$ cat src/rtl/sobel_pkg.sv
// sobel_pkg: shared defaults and state encoding for the Sobel frame sequencer
package sobel_pkg;
  localparam int IMG_W_DEF     = 320;
  localparam int IMG_H_DEF     = 240;
  localparam int PIX_W_DEF     = 8;
  localparam int ADDR_W_DEF    = 17;
  localparam int RD_LAT_DEF    = 1;
  localparam int FRAME_PIX_DEF = IMG_W_DEF * IMG_H_DEF;
  typedef enum logic [1:0] {S_IDLE, S_FETCH, S_DRAIN, S_DONE} state_t;
endpackage

$ cat src/rtl/rd_valid_pipe.sv
// rd_valid_pipe: aligns RAM read data with its issue strobe and registers it as the pixel stream
// Ports: i_clk, i_rst_n (async, active low), i_issue (read issued this cycle),
//        i_rd_data (RAM data), o_pix_val/o_pix_data (registered pixel), o_empty (no read in flight)
module rd_valid_pipe #(
  parameter int PIX_W  = 8,
  parameter int RD_LAT = 1
) (
  input  logic             i_clk,
  input  logic             i_rst_n,
  input  logic             i_issue,
  input  logic [PIX_W-1:0] i_rd_data,
  output logic             o_pix_val,
  output logic [PIX_W-1:0] o_pix_data,
  output logic             o_empty
);
  logic [RD_LAT-1:0] r_sh;
  logic              r_val;
  logic [PIX_W-1:0]  r_data;
  always_ff @(posedge i_clk or negedge i_rst_n)
    if (!i_rst_n) begin
      r_sh   <= '0;
      r_val  <= 1'b0;
      r_data <= '0;
    end else begin
      r_sh  <= (r_sh << 1) | RD_LAT'(i_issue);
      r_val <= r_sh[RD_LAT-1];
      // top bit of the strobe shift marks the cycle the RAM data is valid
      if (r_sh[RD_LAT-1]) r_data <= i_rd_data;
    end
  assign o_pix_val  = r_val;
  assign o_pix_data = r_data;
  assign o_empty    = ~|r_sh;
endmodule

$ cat src/rtl/sobel_frame_sequencer.sv
// sobel_frame_sequencer: reads a frame row-major from image RAM and streams it to the Sobel datapath
// Ports: i_clk, i_rst_n (async, active low); i_start (begin frame), i_cont (auto-restart),
//        i_abort (stop issuing and drain), i_stall (hold issue); o_rd_en/o_rd_addr/i_rd_data (RAM);
//        o_pix_data/o_pix_val (pixel stream); o_busy, o_frame_done, o_frame_cnt (status)
module sobel_frame_sequencer
  import sobel_pkg::*;
#(
  parameter int IMG_W  = IMG_W_DEF,
  parameter int IMG_H  = IMG_H_DEF,
  parameter int ADDR_W = ADDR_W_DEF,
  parameter int PIX_W  = PIX_W_DEF,
  parameter int RD_LAT = RD_LAT_DEF
) (
  input  logic              i_clk,
  input  logic              i_rst_n,
  input  logic              i_start,
  input  logic              i_cont,
  input  logic              i_abort,
  input  logic              i_stall,
  output logic              o_rd_en,
  output logic [ADDR_W-1:0] o_rd_addr,
  input  logic [PIX_W-1:0]  i_rd_data,
  output logic [PIX_W-1:0]  o_pix_data,
  output logic              o_pix_val,
  output logic              o_busy,
  output logic              o_frame_done,
  output logic [7:0]        o_frame_cnt
);
  localparam logic [ADDR_W-1:0] LAST = ADDR_W'(IMG_W * IMG_H - 1);
  state_t            r_state;
  logic [ADDR_W-1:0] r_addr;
  logic              r_aborted;
  logic [7:0]        r_frame_cnt;
  logic              w_issue;
  logic              w_empty;
  // abort takes effect in the same cycle, so the read it coincides with is never issued
  assign w_issue = (r_state == S_FETCH) && !i_stall && !i_abort;
  always_ff @(posedge i_clk or negedge i_rst_n)
    if (!i_rst_n) begin
      r_state     <= S_IDLE;
      r_addr      <= '0;
      r_aborted   <= 1'b0;
      r_frame_cnt <= '0;
    end else begin
      case (r_state)
        S_IDLE:
          if (i_start && !i_abort) begin
            r_state   <= S_FETCH;
            r_addr    <= '0;
            r_aborted <= 1'b0;
          end
        S_FETCH:
          if (i_abort) begin
            r_state   <= S_DRAIN;
            r_aborted <= 1'b1;
          end else if (!i_stall) begin
            if (r_addr == LAST) r_state <= S_DRAIN;
            else r_addr <= r_addr + 1'b1;
          end
        S_DRAIN:
          if (w_empty) r_state <= r_aborted ? S_IDLE : S_DONE;
        S_DONE: begin
          r_state     <= (i_cont && !i_abort) ? S_FETCH : S_IDLE;
          r_addr      <= '0;
          r_frame_cnt <= r_frame_cnt + 1'b1;
        end
        default: r_state <= S_IDLE;
      endcase
    end
  rd_valid_pipe #(.PIX_W(PIX_W), .RD_LAT(RD_LAT)) u_pipe (
    .i_clk      (i_clk),
    .i_rst_n    (i_rst_n),
    .i_issue    (w_issue),
    .i_rd_data  (i_rd_data),
    .o_pix_val  (o_pix_val),
    .o_pix_data (o_pix_data),
    .o_empty    (w_empty)
  );
  assign o_rd_en      = w_issue;
  assign o_rd_addr    = r_addr;
  assign o_busy       = (r_state == S_FETCH) || (r_state == S_DRAIN);
  assign o_frame_done = (r_state == S_DONE);
  assign o_frame_cnt  = r_frame_cnt;
endmodule

$ cat config.mk
export PLATFORM = sky130hd
export DESIGN_NAME = sobel_frame_sequencer
export DESIGN_NICKNAME = d
export VERILOG_FILES = /design/src/rtl/sobel_pkg.sv /design/src/rtl/rd_valid_pipe.sv /design/src/rtl/sobel_frame_sequencer.sv
export SDC_FILE = /design/constraint.sdc
export NUM_CORES = 1
export LEC_CHECK = 0
export CORE_UTILIZATION = 52
export CTS_CLUSTER_DIAMETER = 200
export CTS_CLUSTER_SIZE = 40
export DETAILED_ROUTE_END_ITERATION = 16
export PLACE_DENSITY = 0.84
export REMOVE_ABC_BUFFERS = 1
export SLEW_MARGIN = 20
export SYNTH_ARGS = -nofsm -noshare
export SYNTH_HDL_FRONTEND = slang
export SYNTH_SLANG_ARGS = --single-unit
$ cat constraint.sdc
create_clock -name i_clk -period 3.4 [get_ports i_clk]
set_input_delay 0.34 -clock i_clk [delete_from_list [all_inputs] [get_ports i_clk]]
set_output_delay 0.34 -clock i_clk [all_outputs]
set_load 0.02 [all_outputs]
### Yosys cells after proc, flatten, opt, wreduce, memory -nomap -nowiden

Cells that the tools add are included.

| storage, ports and cells | value |
|---|---|
| bits in registers | 38 |
| input port bits | 14 |

| operators by class | value |
|---|---|
| $add $sub $neg | 2 |
| equal/unequal tests | 12 |
| muxes and demuxes | 16 |
| reductions and logical operators | 13 |

Operators by type and width:

| operator | count |
|---|---|
| two-way mux 17 bit | 4 |
| one-hot mux 17 bit (3 select lines) | 1 |
| adder 17 x 1 -> 17 bit (second input constant) | 1 |
| == test 17 bit (second input constant) | 1 |
| two-way mux 2 bit | 6 |
| != test 2 bit (second input constant) | 6 |
| adder 8 x 1 -> 8 bit (second input constant) | 1 |
| one-hot mux 2 bit (4 select lines) | 1 |
| AND reduction 5 bit | 1 |
| == test 2 bit (second input constant) | 2 |
| logical AND 1 bit | 4 |
| AND reduction 4 bit | 1 |
| two-way mux 1 bit | 3 |
| != test 3 x 2 -> 1 bit (second input constant) | 1 |
| != test 3 bit (second input constant) | 1 |
| AND reduction 3 bit | 1 |
| nonzero test 3 bit | 1 |
| == test 2 x 1 -> 1 bit (second input constant) | 1 |
| logical NOT 1 bit | 2 |
| logical NOT 2 bit | 1 |
| one-hot mux 1 bit (2 select lines) | 1 |
| nonzero test 2 bit | 1 |
| logical OR 1 bit | 1 |

### Depth between registers and ports, before layout

Gate-level depths: netlist of run 1.

| depth | value |
|---|---|
| depth after elaboration | 5 |
| depth in mapped cells | 8 |
| gate-level depth less buffers | 7 |

### Hierarchy

A second synthesis of run 1 with hierarchy kept.

| second synthesis, totals | value |
|---|---|
| cell total of the unflattened synthesis | 187 |
| area total of the unflattened synthesis | 1975.6 sq um |

By module, submodules not included:

| module | times used | cells an instance | area an instance (sq um) | sequential area each (sq um) |
|---|---|---|---|---|
| sobel_frame_sequencer | 1 | 167 | 1590.3 | 700.7 |
| rd_valid_pipe | 1 | 20 | 385.4 | 250.2 |

### Worst setup path before layout of run 1

OpenSTA, ideal clock, no wires.

| timing path | value |
|---|---|
| kind | reg2reg |
| start | register r_addr[0] (netlist: o_rd_addr[0]) |
| end | register r_addr[11] (netlist: o_rd_addr[11]) |
| data arrival time | 1.818 ns |
| required time | 3.267 ns |
| path slack | 1.449 ns |
| cell stages (with the launch flop) | 8 |
| path buffers | 1 |
| clock period less this slack | 1.951 ns |
| cell sequence | dfrtp_1 -> ha_1 -> nand2_1 -> or3_4 -> o211a_1 -> buf_2 -> nand3_1 -> mux2i_1 |

| between the ends | value |
|---|---|
| longest elaborated chain between the ends | 5 |
| elaborated cells between the ends (all ways) | 8 |
| those cells by class | add/sub: 1; eq/ne: 2; mux: 4; reduce/logical: 1 |

RTL lines:

| what | RTL line | source |
|---|---|---|
| start: declaration | sobel_frame_sequencer.sv:31 | `logic [ADDR_W-1:0] r_addr;` |
| start signal: assignment | sobel_frame_sequencer.sv:58 | `else r_addr <= r_addr + 1'b1;` |
| adder 17 x 1 -> 17 bit | sobel_frame_sequencer.sv:58 |  |
| two-way mux 17 bit | sobel_frame_sequencer.sv:57 | `if (r_addr == LAST) r_state <= S_DRAIN;` |
| two-way mux 17 bit | sobel_frame_sequencer.sv:56 | `end else if (!i_stall) begin` |
| two-way mux 17 bit | sobel_frame_sequencer.sv:53 | `if (i_abort) begin` |
| one-hot mux 17 bit (3 select lines) | sobel_frame_sequencer.sv:45 | `case (r_state)` |

Parallel ways exist; a longest one is shown, timed or not. The select of a mux whose other input is x is not followed.
A chain may end at the register's enable or synchronous reset.

### Worst setup path after layout of run 1

| timing path | value |
|---|---|
| start | register r_state[1] |
| end | output port o_rd_en |

| between the ends | value |
|---|---|
| longest elaborated chain between the ends | 3 |

RTL lines:

| what | RTL line | source |
|---|---|---|
| start: declaration | sobel_frame_sequencer.sv:30 | `state_t r_state;` |
| start signal: assignment | sobel_frame_sequencer.sv:61 | `if (w_empty) r_state <= r_aborted ? S_IDLE : S_DONE;` |
| start signal: assignment | sobel_frame_sequencer.sv:63 | `r_state <= (i_cont && !i_abort) ? S_FETCH : S_IDLE;` |
| == test 2 x 1 -> 1 bit | sobel_frame_sequencer.sv:37 | `assign w_issue = (r_state == S_FETCH) && !i_stall && !i_abort;` |
| logical AND 1 bit (2 in series) | sobel_frame_sequencer.sv:37 |  |
| end: declaration | sobel_frame_sequencer.sv:20 | `output logic o_rd_en,` |

No other way between the ends.

==> results by group, run 1 <==
Clock tree
  – Number of buffers inserted by post-CTS setup repair: 0
  – Reg clk slew, reported paths: 70 ps
  – Clk Latency, worst-skew pair: 290 ps
  – Clock buffers created by TritonCTS: 5
  – CTS sink count: 38
  – Total number of H-tree levels: 2
  – Buffers from clock root to sink, at most: 2
  – Post-CTS sizing: 0
  – Clock tree from TritonCTS: done
  – Library cell used as clock root buffer: clkbuf_8
  – Number of buffers inserted for hold repair after clock tree synthesis: 0

Synthesis
  – Fraction of the yosys area taken by sequential cells: 47.8%
  – Synth unique cells: 43
  – Main area contributors after synthesis: dfrtp_1, mux2_2, ha_1
  – Synthesized flop and latch total: 38
  – Proportion of register bits with asynchronous set or reset after synthesis: 100%
  – Mean instance size in the synthesized netlist: ~11 um^2
  – Post-synth top area share: 47.8%
  – Netlist Area Pre-Place: roughly 0.0020 mm^2
  – Yosys warning total: 0
  – Top cell type by total area after synthesis: dfrtp_1
  – Cells after Synth: 189
  – Top flip-flop cell by instance count after synthesis: dfrtp_1
  – Post-synth EDFFs: 0

Placement
  – Post-place instance area: around 0.0025 mm^2
  – Count of placed standard cells including taps: between 200 and 300
  – Number of buffers added on ports: 50
  – Final HPWL DP: 2880 um
  – GPL Wtd Cong: 0.787

Timing
  – Worst setup skew after layout: 3.62 ps
  – Setup repair after global routing missed its margin: no
  – Number of setup violations in the final report: 0
  – Worst slew margin relative to its limit: 38.7%
  – Fin Setup TNS: 0 ps
  – Share of the clock period used by the worst path after layout: 85.5%
  – Final critical path time including I/O delays and setup: 2910 ps
  – Tightest Pin Transition: 919 ps
  – Max frequency: 344 MHz
  – Final Max Tran Viols: 0
  – Total count of hold-check failures in the final report: 0

Worst setup path
  – Cell type with the highest occurrence count on the critical path: inv_1
  – Largest delay contributor family on the critical path: buffers and inverters
  – Critical Path, Cell by Cell: inv_1 > ha_1 > inv_1 > nor3_1 > clkdlybuf4s50_1
  – Startpoint of the worst register-to-register path: r_state[1]$_DFFE_PN0P_
  – Buffer and inverter count on the worst path: 3
  – Worst-path cell with the longest stage delay: clkdlybuf4s50_1
  – Worst EP required: approximately 3100 ps
  – CP max stage delay: approximately 640 ps
  – Maximum net fanout on the critical path: 20
  – Setup CP Type: reg2out
  – Timing startpoint of the critical path: r_state[1]$_DFFE_PN0P_
  – CP Launch Type: flip-flop
  – Worst setup EP type: output pin
  – Arr. time, crit path: around 2600 ps

Floorplan
  – Top-level port count: 51
  – Die Outline Area: 0.00407 mm^2
  – Die Span X: 63.8 um
  – Effective utilization at floorplan: 54.3%
  – Core ar.: about 0.0037 mm^2
  – Height of the chip: around 64 um
  – Count of standard-cell rows: 22

Drt
  – Routed Antenna Nets: 0
  – First-pass DRT Iterations: 4
  – Post-Route WL: ~4200 um
  – DR iter-0 viols: 75
  – Per-cell via count in the routed design: between 5 and 6
  – Detailed-route wire length per cell: 14.6 um
  – Routed via count: 1656
  – Remaining routing DRC violations: 0

GRT
  – GR Util All Layers: approximately 22%
  – Wire length of the first global-routing pass: 7020 um
  – Via count of the first global-routing pass: around 1600
  – Number of antenna violations at the first check in global routing: 0
  – Maximum number of pins on one net before global-route repair: 39
  – Overflow left after global routing: 0

Finish
  – Count of placed standard cells in the final layout, fillers left out: 289
  – Area of all placed cells without fillers: 0.00262 mm^2
  – Final Util: between 70% and 80%
  – Share of cells above drive strength 1: between 10 and 15%
  – Number of antenna repair diodes: 0
  – Area Overhead vs Synth: 31.8%
  – Layout filler cell count: 283
  – # nets final: about 260

Status
  – Run status: complete, no violations

Job
  – Max cap viols: 0

Power and ir drop
  – Leakage Power: approximately 1.1 nW
  – Power density over the cells: between 700 and 800 mW/mm^2
  – Total power after layout: around 1.9 mW
  – Max rail drop VDD: about 0.53 mV

Worst hold path
  – Min-Delay Path Class: in2async
[worst paths after layout]
check	to	slack, ps	cells after the start
max	o_rd_en	490	5
min	u_pipe.o_pix_data[4]$_DFFE_PN0P_	180	1
max reg2reg	o_rd_addr[16]$_DFFE_PN0P_	1240	5
min reg2reg	o_frame_cnt[7]$_DFFE_PN0P_	470	1
max in group asynchronous	o_rd_addr[0]$_DFFE_PN0P_	2660	1
min in group i_clk	o_frame_cnt[7]$_DFFE_PN0P_	470	1
[cell usage in the layout (no fill, tap or decap), drive strengths merged, types with 3 or more instances in the layout]
cell type | netlist | final
a21oi | 7 | 7
a22oi | 9 | 9
a31oi | 3 | 3
and3 | 6 | 6
clkbuf | 3 | 6
clkdlybuf4s50 | 0 | 49
dfrtp | 38 | 38
ha | 8 | 8
inv | 11 | 11
mux2 | 10 | 10
mux2i | 7 | 7
nand2 | 19 | 19
nand3 | 11 | 11
nand4 | 6 | 6
nor2 | 7 | 7
nor2b | 3 | 3
nor3 | 4 | 4
o21ai | 7 | 7
xnor2 | 6 | 6
[sequential cells by signal (all words and copies together), names as in the netlist]
| register | flops |
|---|---|
| r_state | 2 |
| u_pipe.r_sh | 1 |
| u_pipe.o_pix_val | 1 |
| o_rd_addr | 17 |
| u_pipe.o_pix_data | 8 |
| r_aborted | 1 |
| o_frame_cnt | 8 |
[power breakdown]
part / total, mW / switching (mW) / internal (mW)
registers: 0.662 / 0.100 / 0.562
clock network: 0.372 / 0.156 / 0.216
logic: 0.893 / 0.473 / 0.420
total: 1.93 / 0.730 / 1.20
[Yosys cell counts, types with 2 or more instances]
cell type,instances
o2bb2ai_1,2
nor2_1,7
mux2_2,10
and2_1,2
inv_1,11
nand2_1,18
and3_1,6
nand3_1,10
nand4_1,6
a21oi_1,7
o21ai_0,2
a31oi_1,3
dfrtp_1,38
o21ai_1,4
a211o_1,2
buf_2,2
ha_1,8
clkbuf_1,3
nor2b_1,3
xnor2_1,6
mux2i_1,7
nor3_1,3
a22oi_1,9
[area by class of cell]
class,count,area [um^2],share of cell area (%)
tap,48,60.1,2.29
clock inverter,3,40.0,1.53
timing repair buffer,50,495,18.9
inverter,11,41.3,1.58
multi-input combinational,134,963,36.8
sequential,38,951,36.3
clock buffer,5,68.8,2.63
[per-layer routing]
layer,up-vias,routed length (um),share of wire [%],global-route usage [%]
met5,-,0,0,0
met4,0,80,1.9,9.09
met3,9,237,5.6,6.79
met2,55,2100,50,37.6
met1,805,1790,42,26.5
li1,787,-,-,-
[logic make-up after synthesis]
family / synth area share, %
simple gates: 17.4
compound gates: 13.8
flops: 47.8
buf+inv: 3.71
mux: 9.19
fa+ha+maj: 5.03
xor+xnor: 3.08
[per-stage QoR]
| stage | setup WS (ps) | hold WS (ps) |
|---|---|---|
| final | 493 | 179 |
| after detailed placement | 818 | 463 |
| after global routing | 289 | 255 |
| after global placement | 866 | 461 |
| after CTS | 486 | 216 |
| after floorplan | 1390 | 44.4 |
(Power assumes the default switching activity.)
==> run 2, diff against run 1 <==
==> constraint.sdc (replaced) <==
create_clock -name i_clk -period 3.4 [get_ports i_clk]
set_input_delay 0.85 -clock i_clk [delete_from_list [all_inputs] [get_ports i_clk]]
set_output_delay 0.85 -clock i_clk [all_outputs]
set_load 0.02 [all_outputs]
==> run 2 against run 1 <==
Effect of this change:
- first-iteration DRC count is 16% higher
- clock power fell by 22%
- critical path depth fell by 2
- non-clock buffer count increased by 1
- worst hold slack improved by 290 ps
- die area did not move
- global-route usage shrank 0.26 points
- cell count unchanged
- power is 3.6% lower
- sequential power is essentially flat
- fmax decreased by 5.1%
- largest power group unchanged
==> results by group, run 2 (synthesis gave the netlist of run 1 again) <==
Status
  – Run status: complete, no violations

GRT
  – Wire length of the first global-routing pass: 6990 um (-0.40%)
  – Most used routing layer: met2
  – Met3 Track Usage GR: 6.07% (-0.71 points)
  – Met2 layer usage reported by global route: 38.0% (+0.40 points)
  – GR Util All Layers: 22.1% (-0.26 points)
  – Overflow left after global routing: 0 (unchanged)
  – Number of antenna violations at the first check in global routing: 0 (unchanged)
  – Via count of the first global-routing pass: 1568 (+0.064%)
  – Maximum number of pins on one net before global-route repair: 39 (unchanged)
  – Met1 usage in global routing: 26.6% (+0.14 points)

Worst hold path
  – WHS Path Cells: 1
  – Min-Delay Path Class: reg2reg
  – Launch instance of the worst min-delay path: o_frame_cnt[7]$_DFFE_PN0P_
  – Endpoint of the worst hold path: o_frame_cnt[7]$_DFFE_PN0P_

Timing
  – Worst setup skew after layout: 5.50 ps (+1.88 ps)
  – Setup repair after global routing missed its margin: no
  – Total count of hold-check failures in the final report: 0 (unchanged)
  – Fin Setup TNS: 0 ps (unchanged)
  – Worst slew margin relative to its limit: 38.7% (-0.043 points)
  – Share of the clock period used by the worst path after layout: 90.1% (+4.6 points)
  – Max frequency: 326 MHz (-5.1%)
  – Final Max Tran Viols: 0 (unchanged)
  – Final critical path time including I/O delays and setup: 3060 ps (+157 ps)
  – Tightest Pin Transition: 920 ps (+0.651 ps)
  – Number of setup violations in the final report: 0 (unchanged)

Worst setup path
  – CP max stage delay: 640 ps (about the same)
  – R2R Path End: o_rd_addr[14]$_DFFE_PN0P_
  – Cell type with the highest occurrence count on the critical path: clkdlybuf4s50_1
  – Worst setup EP type: output pin
  – Setup CP Type: in2out
  – CP Launch Type: primary input
  – Startpoint of the worst register-to-register path: o_rd_addr[0]$_DFFE_PN0P_
  – Depth of the worst register-to-register path: 6 (+1)
  – Worst-path cell with the longest stage delay: clkdlybuf4s50_1
  – Maximum net fanout on the critical path: 5 (-75%)
  – Worst EP required: 2550 ps (-510 ps)
  – Critical Path, Cell by Cell: clkdlybuf4s50_1 > nor3_1 > clkdlybuf4s50_1
  – Flop2flop setup slack: 1260 ps (+20 ps)
  – Arr. time, crit path: 2210 ps (-360 ps)

Drt
  – First-pass DRT Iterations: 4 (unchanged)
  – Routed via count: 1657 (+0.060%)
  – Detailed-route wire length per cell: 14.4 um (-0.90%)
  – Post-Route WL: 4170 um (-0.90%)
  – Routed Antenna Nets: 0 (unchanged)
  – Remaining routing DRC violations: 0 (unchanged)
  – DR iter-0 viols: 87 (+16%)
  – Per-cell via count in the routed design: 5.73 (about the same)

Clock tree
  – Clock tree from TritonCTS: done
  – Post-CTS sizing: 0 (unchanged)
  – Reg clk slew, reported paths: 70 ps (about the same)
  – Total number of H-tree levels: 2 (unchanged)
  – Buffers from clock root to sink, at most: 2 (unchanged)
  – Library cell used as clock root buffer: clkbuf_8
  – Number of buffers inserted for hold repair after clock tree synthesis: 0 (unchanged)
  – Number of buffers inserted by post-CTS setup repair: 0 (unchanged)
  – CTS sink count: 38 (unchanged)
  – Clk Latency, worst-skew pair: 280 ps (about the same)
  – Clock buffers created by TritonCTS: 5 (unchanged)

Finish
  – # nets final: 263 (+0.38%)
  – Layout filler cell count: 288 (+1.8%)
  – Most common cell after layout, fill and taps aside: clkdlybuf4s50_1
  – Share of cells above drive strength 1: 10.4% (unchanged)
  – Area of all placed cells without fillers: 0.00260 mm^2 (-0.86%)
  – Sequential cell area: 951 um^2 (unchanged)
  – Number of antenna repair diodes: 0 (unchanged)
  – Multi-input gate area: 963 um^2 (unchanged)
  – Number of flip-flops in the largest register: 17 (unchanged)
  – Commonest non-fill, non-tap cells in the layout: clkdlybuf4s50_1, dfrtp_1, nand2_1, inv_1
  – Area Overhead vs Synth: 30.6%

Placement
  – Final HPWL DP: 2900 um (+0.57%)
  – Number of buffers added on ports: 50 (unchanged)
  – GPL Wtd Cong: 0.782 (-0.72%)
  – Post-place instance area: 0.00252 mm^2 (+0.30%)

Power and ir drop
  – Max rail drop VDD: 0.418 mV (-21%)
  – Total power after layout: 1.86 mW (-3.6%)
  – Power density over the cells: 716 mW/mm^2 (-2.7%)
  – Leakage Power: 1.09 nW (-0.83%)

Floorplan
  – Die Outline Area: 0.00407 mm^2 (unchanged)
  – Die Span X: 63.8 um (unchanged)
  – Top-level port count: 51 (unchanged)
  – Count of standard-cell rows: 22 (unchanged)
  – Core ar.: 0.00366 mm^2 (unchanged)
  – Height of the chip: 63.8 um (unchanged)
  – Effective utilization at floorplan: 54.3% (unchanged)

Job
  – Max cap viols: 0 (unchanged)
## run 2: cell count changes in the layout (fill, tap and decap cells not counted)
cell and delta:
buf_4 +1, bufinv_16 -1
## run 2: final cells by class
class                      instances  area share (%)
timing repair buffer              51            19.4
sequential                        38            36.6
clock inverter                     2           0.385
inverter                          11            1.59
clock buffer                       5            2.65
multi-input combinational        134            37.1
tap                               48            2.31
## run 2: power by group
group / internal, mW / switching (mW)
Sequential: 0.562 / 0.101
Clock: 0.138 / 0.152
Combinational: 0.426 / 0.479
## run 2: routing by layer
layer / up-vias / wire, um / share of wire [%]
li1: 792 / - / -
met1: 805 / 1850 / 44
met2: 56 / 2050 / 49
met3: 4 / 240 / 5.7
met4: 0 / 36 / 0.86
met5: - / 0 / 0
## run 2: worst max-delay path, delay by kind of cell
kind,cells,cell delay [ps]
buf+inv,2,1120
simple gates,1,240
## run 2: worst max-delay path by stage
stage                                 from  endpoint
floorplan           r_state[1]$_DFFE_PN0P_   o_rd_en
global placement                   i_abort   o_rd_en
detailed placement                 i_abort   o_rd_en
CTS                                i_abort   o_rd_en
global route                       i_abort   o_rd_en
finish                             i_abort   o_rd_en
## run 2: per-stage QoR
| stage | setup WS, ps | util [%] | std cells | hold WS (ps) |
|---|---|---|---|---|
| global route | 260 | 71.0 | 289 | 483 |
| CTS | 337 | 71.0 | 289 | 476 |
| floorplan | 893 | - | 183 | 507 |
| global placement | 370 | 68.8 | 282 | 460 |
| detailed placement | 333 | 68.8 | 282 | 463 |
| finish | 336 | 71.0 | 289 | 473 |
==> run 3, diff against run 2 <==
--- a/config.mk
+++ b/config.mk
@@ -5,12 +5,14 @@
 export SDC_FILE = /design/constraint.sdc
 export NUM_CORES = 1
 export LEC_CHECK = 0
+export CORE_MARGIN = 10
 export CORE_UTILIZATION = 52
 export CTS_CLUSTER_DIAMETER = 200
 export CTS_CLUSTER_SIZE = 40
 export DETAILED_ROUTE_END_ITERATION = 16
 export PLACE_DENSITY = 0.84
 export REMOVE_ABC_BUFFERS = 1
+export SETUP_SLACK_MARGIN = 0.2
 export SLEW_MARGIN = 20
 export SYNTH_ARGS = -nofsm -noshare
 export SYNTH_HDL_FRONTEND = slang
==> run 3 against run 2 <==
Effect of this change:
- count of clock-buffer cells in the layout rose by 1
- flip-flop and latch count stayed put
- worst hold slack better by 9.1 ps
- power is 11% higher
- register-to-register slack hardly changed
- critical endpoint unchanged
==> results by group, run 3 (synthesis gave the netlist of run 1 again) <==
Placement
  – Final HPWL DP: 3400 um (+17%)
  – Count of placed standard cells including taps: 282 (unchanged)
  – Number of buffers added on ports: 50 (unchanged)
  – Post-place instance area: 0.00252 mm^2 (unchanged)
  – GPL Wtd Cong: 0.763 (-2.4%)
  – DP Worst Slack: 323 ps (-9.84 ps)

Finish
  – Area of all placed cells without fillers: 0.00266 mm^2 (+2.5%)
  – Area Overhead vs Synth: 33.9%
  – Commonest non-fill, non-tap cells in the layout: clkdlybuf4s50_1, dfrtp_1, nand2_1, inv_1
  – Share of cells above drive strength 1: 10.7% (+0.37 points)
  – Sequential cell area: 951 um^2 (unchanged)
  – Final Util: 72.2% (+1.2 points)
  – # nets final: 263 (unchanged)
  – Count of placed standard cells in the final layout, fillers left out: 290 (+0.35%)
  – Multi-input gate area: 963 um^2 (unchanged)
  – Layout filler cell count: 286 (-0.69%)
  – Number of flip-flops in the largest register: 17 (unchanged)
  – Number of antenna repair diodes: 0 (unchanged)
  – Most common cell after layout, fill and taps aside: clkdlybuf4s50_1

GRT
  – Number of antenna violations at the first check in global routing: 0 (unchanged)
  – Maximum number of pins on one net before global-route repair: 39 (unchanged)
  – Via count of the first global-routing pass: 1658 (+5.7%)
  – GR Util All Layers: 14.7% (-7.4 points)
  – Overflow left after global routing: 0 (unchanged)
  – Wire length of the first global-routing pass: 7890 um (+13%)

Drt
  – Detailed-route wire length per cell: 16.4 um (+13%)
  – Remaining routing DRC violations: 0 (unchanged)
  – Routed Antenna Nets: 0 (unchanged)
  – Per-cell via count in the routed design: 5.78 (+0.86%)
  – Routed via count: 1677 (+1.2%)
  – DR iter-0 viols: 98 (+13%)
  – First-pass DRT Iterations: 4 (unchanged)
  – Post-Route WL: 4750 um (+14%)

Worst setup path
  – Buffer and inverter count on the worst path: 2 (unchanged)
  – Maximum net fanout on the critical path: 5 (unchanged)
  – Largest delay contributor family on the critical path: buffers and inverters
  – Timing startpoint of the critical path: i_abort
  – Cell type with the highest occurrence count on the critical path: clkdlybuf4s50_1
  – Startpoint of the worst register-to-register path: r_state[1]$_DFFE_PN0P_
  – CP max stage delay: 650 ps (about the same)
  – Endpoint of the worst setup timing path: o_rd_en
  – CP Launch Type: primary input
  – Arr. time, crit path: 2210 ps (about the same)
  – Flop2flop setup slack: 1260 ps (about the same)
  – Worst-path cell with the longest stage delay: clkdlybuf4s50_1
  – Worst setup EP type: output pin
  – Depth of the worst register-to-register path: 6 (unchanged)
  – Critical Path, Cell by Cell: clkdlybuf4s50_1 > nor3_1 > clkdlybuf4s50_1
  – R2R Path End: o_rd_addr[16]$_DFFE_PN0P_
  – Worst EP required: 2550 ps (about the same)
  – Critical path depth in cells: 3 (unchanged)
  – Setup CP Type: in2out

Clock tree
  – Clock tree from TritonCTS: done
  – Library cell used as clock root buffer: clkbuf_8
  – Total number of H-tree levels: 2 (unchanged)
  – Number of buffers inserted by post-CTS setup repair: 0 (unchanged)
  – Clock buffers created by TritonCTS: 5 (unchanged)
  – Buffers from clock root to sink, at most: 2 (unchanged)
  – Reg clk slew, reported paths: 70 ps (about the same)
  – CTS sink count: 38 (unchanged)
  – Clk Latency, worst-skew pair: 290 ps (about the same)
  – Post-CTS sizing: 0 (unchanged)
  – Number of buffers inserted for hold repair after clock tree synthesis: 0 (unchanged)

Floorplan
  – Top-level port count: 51 (unchanged)
  – Count of standard-cell rows: 22 (unchanged)
  – Height of the chip: 81.8 um (+28%)
  – Die Span X: 81.8 um (+28%)
  – Die Outline Area: 0.00670 mm^2 (+64%)
  – Core ar.: 0.00369 mm^2 (+0.75%)
  – Effective utilization at floorplan: 53.9% (-0.41 points)

Job
  – Max cap viols: 0 (unchanged)

Timing
  – Fin Setup TNS: 0 ps (unchanged)
  – Worst slew margin relative to its limit: 44.5% (+5.9 points)
  – Setup repair after global routing missed its margin: no
  – Final critical path time including I/O delays and setup: 3060 ps (+0.183 ps)
  – Post-layout worst setup margin: 336 ps (-0.183 ps)
  – Total count of hold-check failures in the final report: 0 (unchanged)
  – Number of setup violations in the final report: 0 (unchanged)
  – Worst setup skew after layout: 5.66 ps (+0.166 ps)
  – Worst Hold Margin: 482 ps (+9.15 ps)
  – Max frequency: 326 MHz (about the same)
  – Share of the clock period used by the worst path after layout: 90.1% (about the same)
  – Tightest Pin Transition: 832 ps (-88.0 ps)
  – Final Max Tran Viols: 0 (unchanged)

Power and ir drop
  – Switching Share: 36.7% (-2.7 points)
  – Combinational share of power: 44.8% (-3.9 points)
  – Power density over the cells: 772 mW/mm^2 (+7.9%)
  – Max rail drop VDD: 0.405 mV (-3.0%)
  – Internal power component: 1.30 mW (+15%)
  – Leakage Power: 1.12 nW (+2.5%)
  – Clock network fraction of total power: 23.0% (+7.4 points)
  – Power share of the sequential group: 32.2% (-3.5 points)
  – Net switching power: 0.754 mW (+2.9%)
  – Total power after layout: 2.05 mW (+11%)

Status
  – Run status: complete, no violations

Worst hold path
  – Min-Delay Path Class: reg2reg
-- run 3: cell count changes in the layout (fill, tap and decap cells not counted), sizes merged --
cell    delta
buf        +1
bufinv     +2
clkinv     -2
-- run 3: worst min path at each step --
stage          cells past startpoint                    endpoint                        from
2_1_floorplan                      2       r_aborted$_DFFE_PN0P_       r_aborted$_DFFE_PN0P_
3_3_place_gp                       1  o_frame_cnt[7]$_DFFE_PN0P_  o_frame_cnt[7]$_DFFE_PN0P_
3_5_place_dp                       1  o_frame_cnt[7]$_DFFE_PN0P_  o_frame_cnt[7]$_DFFE_PN0P_
4_1_cts                            1  o_frame_cnt[7]$_DFFE_PN0P_  o_frame_cnt[7]$_DFFE_PN0P_
5_1_grt                            1  o_frame_cnt[3]$_DFFE_PN0P_  o_frame_cnt[3]$_DFFE_PN0P_
6_report                           1  o_frame_cnt[7]$_DFFE_PN0P_  o_frame_cnt[7]$_DFFE_PN0P_
-- run 3: layer usage --
| metal | up-vias | track usage, % | routed length, um |
|---|---|---|---|
| met2 | 58 | 24.5 | 2320 |
| li1 | 799 | - | - |
| met5 | - | 0 | 0 |
| met1 | 812 | 16.9 | 1970 |
| met4 | 0 | 4.93 | 62 |
| met3 | 8 | 5.79 | 398 |
-- run 3: cell type report --
cell class,instances,share of cell area (%)
Clock buffer,6,3.10
Clock inverter,2,2.26
Inverter,11,1.55
Multi-Input combinational cell,134,36.2
Sequential cell,38,35.7
Tap cell,48,2.26
Timing Repair Buffer,51,18.9
-- run 3: power groups by stage --
stage	clock (mW)	sequential (mW)	combinational, mW
global route	0.498	0.679	1.00
global placement	0	0.665	0.903
detailed placement	0	0.673	0.918
floorplan	0	0.767	0.452
finish	0.473	0.662	0.919
CTS	0.480	0.665	0.926
-- run 3: worst reg2reg max path: stages (launching register included) --
cell	delay [ps]
dfrtp_1	460
inv_1	120
ha_1	220
buf_4	210
a211o_1	460
and2_1	280
a211o_1	290
